`src/rtl/seg_pkg.sv`:
```
// Shared constants for the two-digit seven-segment scanner.
// Segment/anode values are active-low; bytes are ordered dp,g,f,e,d,c,b,a.
package seg_pkg;

  localparam logic [6:0] SEG_BLANK     = 7'h7F;
  localparam logic [3:0] AN_OFF        = 4'b1111;
  localparam logic [3:0] AN_ONES       = 4'b1110;
  localparam logic [3:0] AN_TENS       = 4'b1101;
  localparam logic [7:0] SEG_ZERO_BYTE = 8'hC0;

  localparam int AN_IDX_ONES = 0;
  localparam int AN_IDX_TENS = 1;

  typedef enum logic {
    DIG_ONES = 1'b0,
    DIG_TENS = 1'b1
  } digit_e;

endpackage

```
`src/rtl/seven_segment_scan_timer.sv`:
```
// Slot timer: free-running slot counter, end-of-slot tick and start-of-slot gap flag.
module seg_slot_timer #(
  parameter int DIV_WIDTH  = 17,
  parameter int GAP_CYCLES = 1024
) (
  input  logic clk,
  input  logic rst_n,
  output logic tick_o,
  output logic in_gap_o
);

  localparam logic [DIV_WIDTH-1:0] GAP = DIV_WIDTH'(GAP_CYCLES);

  logic [DIV_WIDTH-1:0] cnt_q;

  always_ff @(posedge clk or negedge rst_n) begin
    if (!rst_n) cnt_q <= '0;
    else        cnt_q <= cnt_q + 1'b1;
  end

  assign tick_o   = &cnt_q;
  assign in_gap_o = (cnt_q < GAP);

endmodule

```
`src/rtl/seven_segment_scan.sv`:
```
// Two-digit multiplexed driver for a common-anode display, frame-latched input.
// Optional macro SEG_LEADING_ZERO_BLANK_EN blanks a '0' tens digit.
module seven_segment_scan
  import seg_pkg::*;
#(
  parameter int DIV_WIDTH  = 17,
  parameter int GAP_CYCLES = 1024
) (
  input  logic        clk,
  input  logic        rst_n,
  input  logic [15:0] display,
  output logic [6:0]  seg,
  output logic        dp,
  output logic [3:0]  an
);

  logic        tick, in_gap;
  digit_e      sel_q, sel_d;
  logic        started_q, started_d;
  logic [15:0] shadow_q, shadow_d;
  logic [6:0]  seg_q, seg_d;
  logic        dp_q, dp_d;
  logic [3:0]  an_q, an_d;
  logic        blank;
  logic [7:0]  digit_byte;

  seg_slot_timer #(
    .DIV_WIDTH (DIV_WIDTH),
    .GAP_CYCLES(GAP_CYCLES)
  ) u_timer (
    .clk     (clk),
    .rst_n   (rst_n),
    .tick_o  (tick),
    .in_gap_o(in_gap)
  );

  always_comb begin
    sel_d     = sel_q;
    started_d = started_q;
    shadow_d  = shadow_q;
    if (tick) begin
      sel_d     = (sel_q == DIG_ONES) ? DIG_TENS : DIG_ONES;
      started_d = 1'b1;
      // leaving the tens slot starts a new frame: latch the whole word at once
      if (sel_q == DIG_TENS) shadow_d = display;
    end

    digit_byte = (sel_q == DIG_ONES) ? shadow_q[7:0] : shadow_q[15:8];
    blank      = in_gap || !started_q;
`ifdef SEG_LEADING_ZERO_BLANK_EN
    if (sel_q == DIG_TENS && shadow_q[15:8] == SEG_ZERO_BYTE) blank = 1'b1;
`endif

    an_d  = AN_OFF;
    seg_d = SEG_BLANK;
    dp_d  = 1'b1;
    if (!blank) begin
      an_d         = (sel_q == DIG_ONES) ? AN_ONES : AN_TENS;
      {dp_d, seg_d} = digit_byte;
    end
  end

  always_ff @(posedge clk or negedge rst_n) begin
    if (!rst_n) begin
      sel_q     <= DIG_TENS;
      started_q <= 1'b0;
      shadow_q  <= 16'hFFFF;
      an_q      <= AN_OFF;
      seg_q     <= SEG_BLANK;
      dp_q      <= 1'b1;
    end else begin
      sel_q     <= sel_d;
      started_q <= started_d;
      shadow_q  <= shadow_d;
      an_q      <= an_d;
      seg_q     <= seg_d;
      dp_q      <= dp_d;
    end
  end

  assign an  = an_q;
  assign seg = seg_q;
  assign dp  = dp_q;

endmodule
```
`config.mk`:
```
export PLATFORM = sky130hd
export DESIGN_NAME = seven_segment_scan
export DESIGN_NICKNAME = d
export VERILOG_FILES = /design/src/rtl/seg_pkg.sv /design/src/rtl/seven_segment_scan_timer.sv /design/src/rtl/seven_segment_scan.sv
export SDC_FILE = /design/constraint.sdc
export NUM_CORES = 1
export LEC_CHECK = 0
export ABC_AREA = 0
export BUFFER_PORTS_ARGS = -buffer_cell sky130_fd_sc_hd__buf_4
export CAP_MARGIN = 0
export CORE_UTILIZATION = 55
export DETAILED_ROUTE_END_ITERATION = 7
export PLACE_DENSITY = 0.79
export SYNTH_ARGS = -nofsm -noshare
export SYNTH_HDL_FRONTEND = slang
export SYNTH_SLANG_ARGS = --single-unit
export TNS_END_PERCENT = 5
```
`constraint.sdc`:
```
create_clock -name clk -period 1.9 [get_ports clk]
set_input_delay 0.095 -clock clk [delete_from_list [all_inputs] [get_ports clk]]
set_output_delay 0.095 -clock clk [all_outputs]
set_load 0.1 [all_outputs]
```
==> results of run 1 <==
[registers in the layout (all words and copies together) (netlist names)]
register       flops
dp                 1
shadow_q          16
started_q          1
sel_q              1
an                 2
u_timer.cnt_q     17
seg                7
[per-layer routing]
metal | vias to the layer above | routed length (um) | GRT usage, %
met5 | - | 0 | 0
met4 | 0 | 50 | 7.309
met3 | 7 | 165 | 8.874
met2 | 29 | 1709 | 36.26
met1 | 553 | 1358 | 25.18
li1 | 523 | - | -
[worst min-delay path by stage]
stage               startpoint                          end  slack, ns  cells past startpoint
floorplan                rst_n        started_q$_DFFE_PN0P_      -0.20                      0
global placement         rst_n   u_timer.cnt_q[2]$_DFF_PN0_       0.10                      1
detailed placement       rst_n  u_timer.cnt_q[16]$_DFF_PN0_       0.11                      1
CTS                      rst_n  u_timer.cnt_q[16]$_DFF_PN0_       0.26                      2
global route             rst_n   u_timer.cnt_q[0]$_DFF_PN0_       0.30                      2
finish                   rst_n  u_timer.cnt_q[14]$_DFF_PN0_       0.26                      2
[final cells by class]
type,instances,share of cell area (%)
flip-flops and latches,45,48.64
well taps,44,2.308
clock buffers,5,1.574
multi-input cells,71,27.49
clock inverters,3,2.728
inverters,3,0.4722
repair buffers,46,16.79
[where the power goes]
group          internal, mW  switching [mW]
clock                 0.407           0.288
combinational        0.0640          0.0519
sequential            0.990          0.0105
total                  1.46           0.351
[what timing repair did]
| item | in CTS | in global routing |
|---|---|---|
| hold buffers | 17 | 0 |
| endpoints found under the hold margin | 34 | 0 |
| resized for setup | 0 | 1 |
| endpoints found under the setup margin | 0 | 8 |
[critical path: stages, from the launching register on]
cell and delay, ns:
dfrtp_1 0.45, or4_1 0.54, o41ai_2 0.22, nand2b_2 0.28, o22a_1 0.17
[Yosys cell counts, drive strengths merged]
cell type | count | area share, %
xnor2 | 8 | 3.8
nand2 | 2 | 0.40
nand2b | 1 | 0.34
o22a | 8 | 3.8
xor2 | 7 | 3.3
buf | 5 | 2.2
mux2 | 16 | 12
and3 | 4 | 1.3
dfrtp | 18 | 24
nor3 | 1 | 0.87
nand4 | 4 | 2.5
ha | 2 | 1.3
or2 | 2 | 0.67
conb | 1 | 0.20
nand3 | 7 | 2.2
inv | 3 | 0.60
o41ai | 1 | 0.87
or4 | 1 | 0.40
nor2 | 4 | 0.81
dfstp | 27 | 38
and4 | 1 | 0.47
[metrics by stage]
step                      cell area, um2  hold slack, ns  util, %
final                               2385          0.2607    76.24
after global routing                2385          0.2986    76.24
after CTS                           2382          0.2631    76.16
after detailed placement            2110          0.1108    67.44
after global placement              2110          0.1029    67.44
after floorplan                     1866         -0.2006        -
[kinds of logic (layout without fill, tap and decap cells)]
group                    Yosys count  count (layout)  share of synthesized area (%)
buffers and inverters              8              57                          2.823
flip-flops                        45              45                          62.30
multiplexers                      16              16                          11.69
AO/OA/AOI/OAI                      9               9                          4.637
adder cells (fa/ha/maj)            2               2                          1.344
other                              1               2                         0.2014
XOR/XNOR                          15              15                          7.057
AND/OR/NAND/NOR                   27              27                          9.946
==> impl_metrics.env, run 1 <==
export IMPL_drive_gt1_share_pct=50.87
export IMPL_cts_buffers=5
export IMPL_vias=1112
export IMPL_first_global_vias=1163
export IMPL_crit_start="u_timer.cnt_q[10]$_DFF_PN0_"
export IMPL_end_kind="flip-flop"
export IMPL_core_area_um2=3128
export IMPL_dp_cells=192
export IMPL_worstPathRequired_ns=2.20
export IMPL_path_class="flip-flop to flip-flop"
export IMPL_grt_setup_unrepaired="no"
export IMPL_pre_cts_ws_ns=0.1126
export IMPL_grt_pass1_wl_um=5444
export IMPL_regArea_um2=1160
export IMPL_fillCellCount=206
export IMPL_insertion_delay_ns=0.35
export IMPL_min_period_ns=1.705
export IMPL_gr_total_overflow=0
export IMPL_die_x_um=60.18
export IMPL_cap_violations=0
export IMPL_ir_drop_mv=0.5430
export IMPL_power_mw=1.812
export IMPL_rows=20
export IMPL_maxSlewViolCount=0
export IMPL_timing_setup_tns_ns=0
export IMPL_run_status="complete, no violations"
export IMPL_crit_fanout=9
export IMPL_hold_viol=0
export IMPL_htreeDepth=2
export IMPL_fp_dieArea_um2=3622
export IMPL_power_leakage_nw=1.155
export IMPL_cts_buffer_depth=2
export IMPL_wirelength_um=3283
export IMPL_grt_max_degree=46
export IMPL_timing_final_ws_setup_ns=0.1952
export IMPL_drtAntennaViolNets=0
export IMPL_viasPerCell=5.124
export IMPL_fin_crit_sh_pct=89.73
export IMPL_reg2reg_depth=4
export IMPL_ys_ff_latch=45
export IMPL_power_density_nw_per_um2=760.0
export IMPL_clkSinkCount=45
export IMPL_cts_setup_buffers=0
export IMPL_hold_class="primary input to asynchronous set/reset pin"
export IMPL_stdcell_count=217
export IMPL_tritoncts="built"
export IMPL_yosysUniqueCellTypes=26
export IMPL_drt_wirelength_per_cell_um=15.13
export IMPL_synth_area_um2=1862
export IMPL_die_h_um=60.18
export IMPL_grt_use_total_pct=21.73
export IMPL_final_cell_mix="28 x buf_4, 27 x dfstp_2, 18 x dfrtp_1"
export IMPL_root_buffer="clkbuf_4"
export IMPL_nets=192
export IMPL_worst_slew_pin_slew_ns=0.5340
export IMPL_rr_endpoint="seg[6]$_DFF_PN1_"
export IMPL_ff2ff_setup_slack_ns=0.20
export IMPL_initialDrtViolationCount=37
export IMPL_antenna_cells=0
export IMPL_clock_skew_ns=0.008821
export IMPL_grt_antenna_before_repair=0
export IMPL_initial_utilization_pct=59.52
export IMPL_port_buffers=27
export IMPL_startpoint_type="flip-flop"
export IMPL_slew_headroom_pct=64.40
export IMPL_worstPathArrival_ns=2.00
export IMPL_syn_avg_cell_area_um2=15.14
export IMPL_synthCells=123
export IMPL_pin_count=30
export IMPL_setup_viol=0
export IMPL_syn_to_final_growth_pct=28.09
export IMPL_dr_pass1_iters=4
export IMPL_ys_seq_area_share_pct=62.30
export IMPL_cp_endpoint="seg[6]$_DFF_PN1_"
export IMPL_gp_congestion=0.7016
export IMPL_path_clk_slew_ns=0.13
export IMPL_final_common_cell="buf_4"
export IMPL_multiInputGateArea_um2=655.6
export IMPL_hpwlAfterDp_um=2054
export IMPL_drc=0
export IMPL_timing_fmax_mhz=586.6
export IMPL_yosys_warnings=0
export IMPL_r2r_start="u_timer.cnt_q[10]$_DFF_PN0_"
Power figures use the tool's default switching activity.
==> run 2: changes to the inputs <==
--- a/config.mk
+++ b/config.mk
@@ -10,6 +10,7 @@
 export CAP_MARGIN = 0
 export CORE_UTILIZATION = 55
 export DETAILED_ROUTE_END_ITERATION = 7
+export GPL_TIMING_DRIVEN = 0
 export PLACE_DENSITY = 0.79
 export SYNTH_ARGS = -nofsm -noshare
 export SYNTH_HDL_FRONTEND = slang
==> run 2 against run 1 <==
First-iteration DRC count is 49% lower; setup slack worse by 0.037 ns; power is 15% lower; clock power is 40% lower; clock skew is 0.0041 ns lower; utilization is 1.3 points lower; largest cell class unchanged; fmax is 2.1% lower; worst hold slack better by 0.011 ns; largest power group unchanged; non-clock buffer count is 3 higher; global-route usage is 0.42 points higher.
==> impl_metrics.env, run 2 (same netlist as run 1, synthesis figures left out) <==
export IMPL_hold_viol=0
export IMPL_hpwlAfterDp_um=1988
export IMPL_nets=195
export IMPL_largest_reg_flops=17
export IMPL_p_comb_share_pct=7.8
export IMPL_initial_utilization_pct=59.52
export IMPL_cts_buffer_depth=2
export IMPL_pre_cts_ws_ns=0.1562
export IMPL_multiInputGateArea_um2=653.1
export IMPL_initialDrtViolationCount=19
export IMPL_clock_power_share_pct=27.3
export IMPL_placed_area_um2=2123
export IMPL_syn_to_final_growth_pct=25.94
export IMPL_path_clk_slew_ns=0.12
export IMPL_final_common_cell="buf_4"
export IMPL_worstPathArrival_ns=2.04
export IMPL_worstPathRequired_ns=2.20
export IMPL_power_density_nw_per_um2=656.4
export IMPL_clkSinkCount=45
export IMPL_cp_num_buf_inv=1
export IMPL_pin_count=30
export IMPL_startpoint_type="flip-flop"
export IMPL_regMostFlops="u_timer.cnt_q"
export IMPL_root_buffer="clkbuf_4"
export IMPL_die_h_um=60.18
export IMPL_timing_fmax_mhz=574.1
export IMPL_tritoncts="built"
export IMPL_crit_fanout=9
export IMPL_hold_class="primary input to asynchronous set/reset pin"
export IMPL_setup_viol=0
export IMPL_cts_buffers=5
export IMPL_rr_endpoint="seg[5]$_DFF_PN1_"
export IMPL_drive_gt1_share_pct=50.57
export IMPL_rows=20
export IMPL_vias=1124
export IMPL_power_leakage_nw=1.138
export IMPL_p_sw_share_pct=22.15
export IMPL_ff2ff_setup_slack_ns=0.16
export IMPL_dr_pass1_iters=4
export IMPL_dp_cells=195
export IMPL_drc=0
export IMPL_clock_skew_ns=0.004726
export IMPL_r2r_start="u_timer.cnt_q[10]$_DFF_PN0_"
export IMPL_maxSlewViolCount=0
export IMPL_stdcell_count=220
export IMPL_cpLargestDelayFamily="simple AND/OR/NAND/NOR gates"
export IMPL_htreeDepth=2
export IMPL_min_period_ns=1.742
export IMPL_regArea_um2=1160
export IMPL_pwr_share_seq_pct=65.0
export IMPL_cts_setup_buffers=0
export IMPL_end_kind="flip-flop"
export IMPL_die_x_um=60.18
export IMPL_grt_max_degree=46
export IMPL_grt_antenna_before_repair=0
export IMPL_worst_path_largest_cell_delay_ns=0.54
export IMPL_grt_setup_unrepaired="no"
export IMPL_timing_setup_tns_ns=0
export IMPL_antenna_cells=0
export IMPL_p_int_mw=1.198
export IMPL_reg2reg_depth=5
export IMPL_grt_use_total_pct=22.16
export IMPL_p_sw_mw=0.3409
export IMPL_fillCellCount=204
export IMPL_core_area_um2=3128
export IMPL_path_cells="or4_1 -> o41ai_2 -> nand2b_1 -> buf_4 -> o22a_1"
export IMPL_insertion_delay_ns=0.35
export IMPL_grt_pass1_wl_um=5492
export IMPL_design_area_um2=2345
export IMPL_viasPerCell=5.109
export IMPL_path_class="flip-flop to flip-flop"
export IMPL_fin_crit_sh_pct=91.67
export IMPL_run_status="complete, no violations"
export IMPL_worst_slew_pin_slew_ns=0.5326
export IMPL_final_cell_mix="31 x buf_4, 27 x dfstp_2, 18 x dfrtp_1"
export IMPL_fp_dieArea_um2=3622
export IMPL_drtAntennaViolNets=0
export IMPL_timing_final_ws_setup_ns=0.1583
export IMPL_ir_drop_mv=0.4539
export IMPL_drt_wirelength_per_cell_um=14.75
export IMPL_gr_total_overflow=0
export IMPL_port_buffers=27
export IMPL_wirelength_um=3245
export IMPL_cap_violations=0
export IMPL_slew_headroom_pct=64.49
export IMPL_crit_path_top_delay_cell="or4_1"
export IMPL_gp_congestion=0.7160
export IMPL_first_global_vias=1217
## run 2: changes by cell type in the layout (fill, tap and decap cells not counted)
cell	before	now
clkbuf_1	0	1
clkinv_2	1	2
buf_12	1	0
buf_4	28	31
nand2b_2	1	0
buf_6	0	1
bufinv_16	2	0
nand2b_1	0	1
## run 2: worst max-delay path by stage
stage	startpoint	end	slack (ns)	cells past startpoint
6_report	u_timer.cnt_q[10]$_DFF_PN0_	seg[5]$_DFF_PN1_	0.16	5
5_1_grt	u_timer.cnt_q[2]$_DFF_PN0_	shadow_q[6]$_DFFE_PN1P_	0.02	5
4_1_cts	u_timer.cnt_q[0]$_DFF_PN0_	shadow_q[10]$_DFFE_PN1P_	0.13	5
3_5_place_dp	u_timer.cnt_q[0]$_DFF_PN0_	shadow_q[10]$_DFFE_PN1P_	0.16	5
3_3_place_gp	u_timer.cnt_q[0]$_DFF_PN0_	shadow_q[13]$_DFFE_PN1P_	0.18	5
2_1_floorplan	u_timer.cnt_q[14]$_DFF_PN0_	seg[0]$_DFF_PN1_	0.33	5
## run 2: final cells by class
class / instances / area share, %
plain buffers: 5 / 1.761
clock buffers: 6 / 1.761
clock inverters: 2 / 0.4269
inverters: 3 / 0.4803
multi-input cells: 71 / 27.85
flip-flops and latches: 45 / 49.47
well taps: 44 / 2.348
repair buffers: 44 / 15.90
## run 2: routing by layer
metal	wire length, um	track usage [%]	part of all wire [%]
met3	142	7.576	4.4
met5	0	0	0
met2	1717	37.83	53
met4	48	9.635	1.5
met1	1335	24.93	41
## run 2: power by group through the flow
stage          combinational, mW  sequential (mW)  clock, mW
5_1_grt                    0.128             1.00      0.483
6_report                   0.119             1.00      0.420
4_1_cts                    0.118             1.00      0.432
3_5_place_dp              0.0898             1.02          0
2_1_floorplan             0.0430             1.01          0
3_3_place_gp              0.0874             1.01          0
## run 2: per-stage QoR
| stage | util, % | hold slack, ns | total power [mW] |
|---|---|---|---|
| 2_1_floorplan | - | -0.2006 | 1.055 |
| 3_3_place_gp | 67.88 | 0.09929 | 1.101 |
| 3_5_place_dp | 67.88 | 0.1117 | 1.106 |
| 4_1_cts | 74.96 | 0.2548 | 1.551 |
| 5_1_grt | 74.96 | 0.3018 | 1.614 |
| 6_report | 74.96 | 0.2720 | 1.539 |
## run 2: repair_timing
action	in CTS	in global routing
hold buffers	17	0
endpoints found under the hold margin	34	0
gates resized for setup	0	0
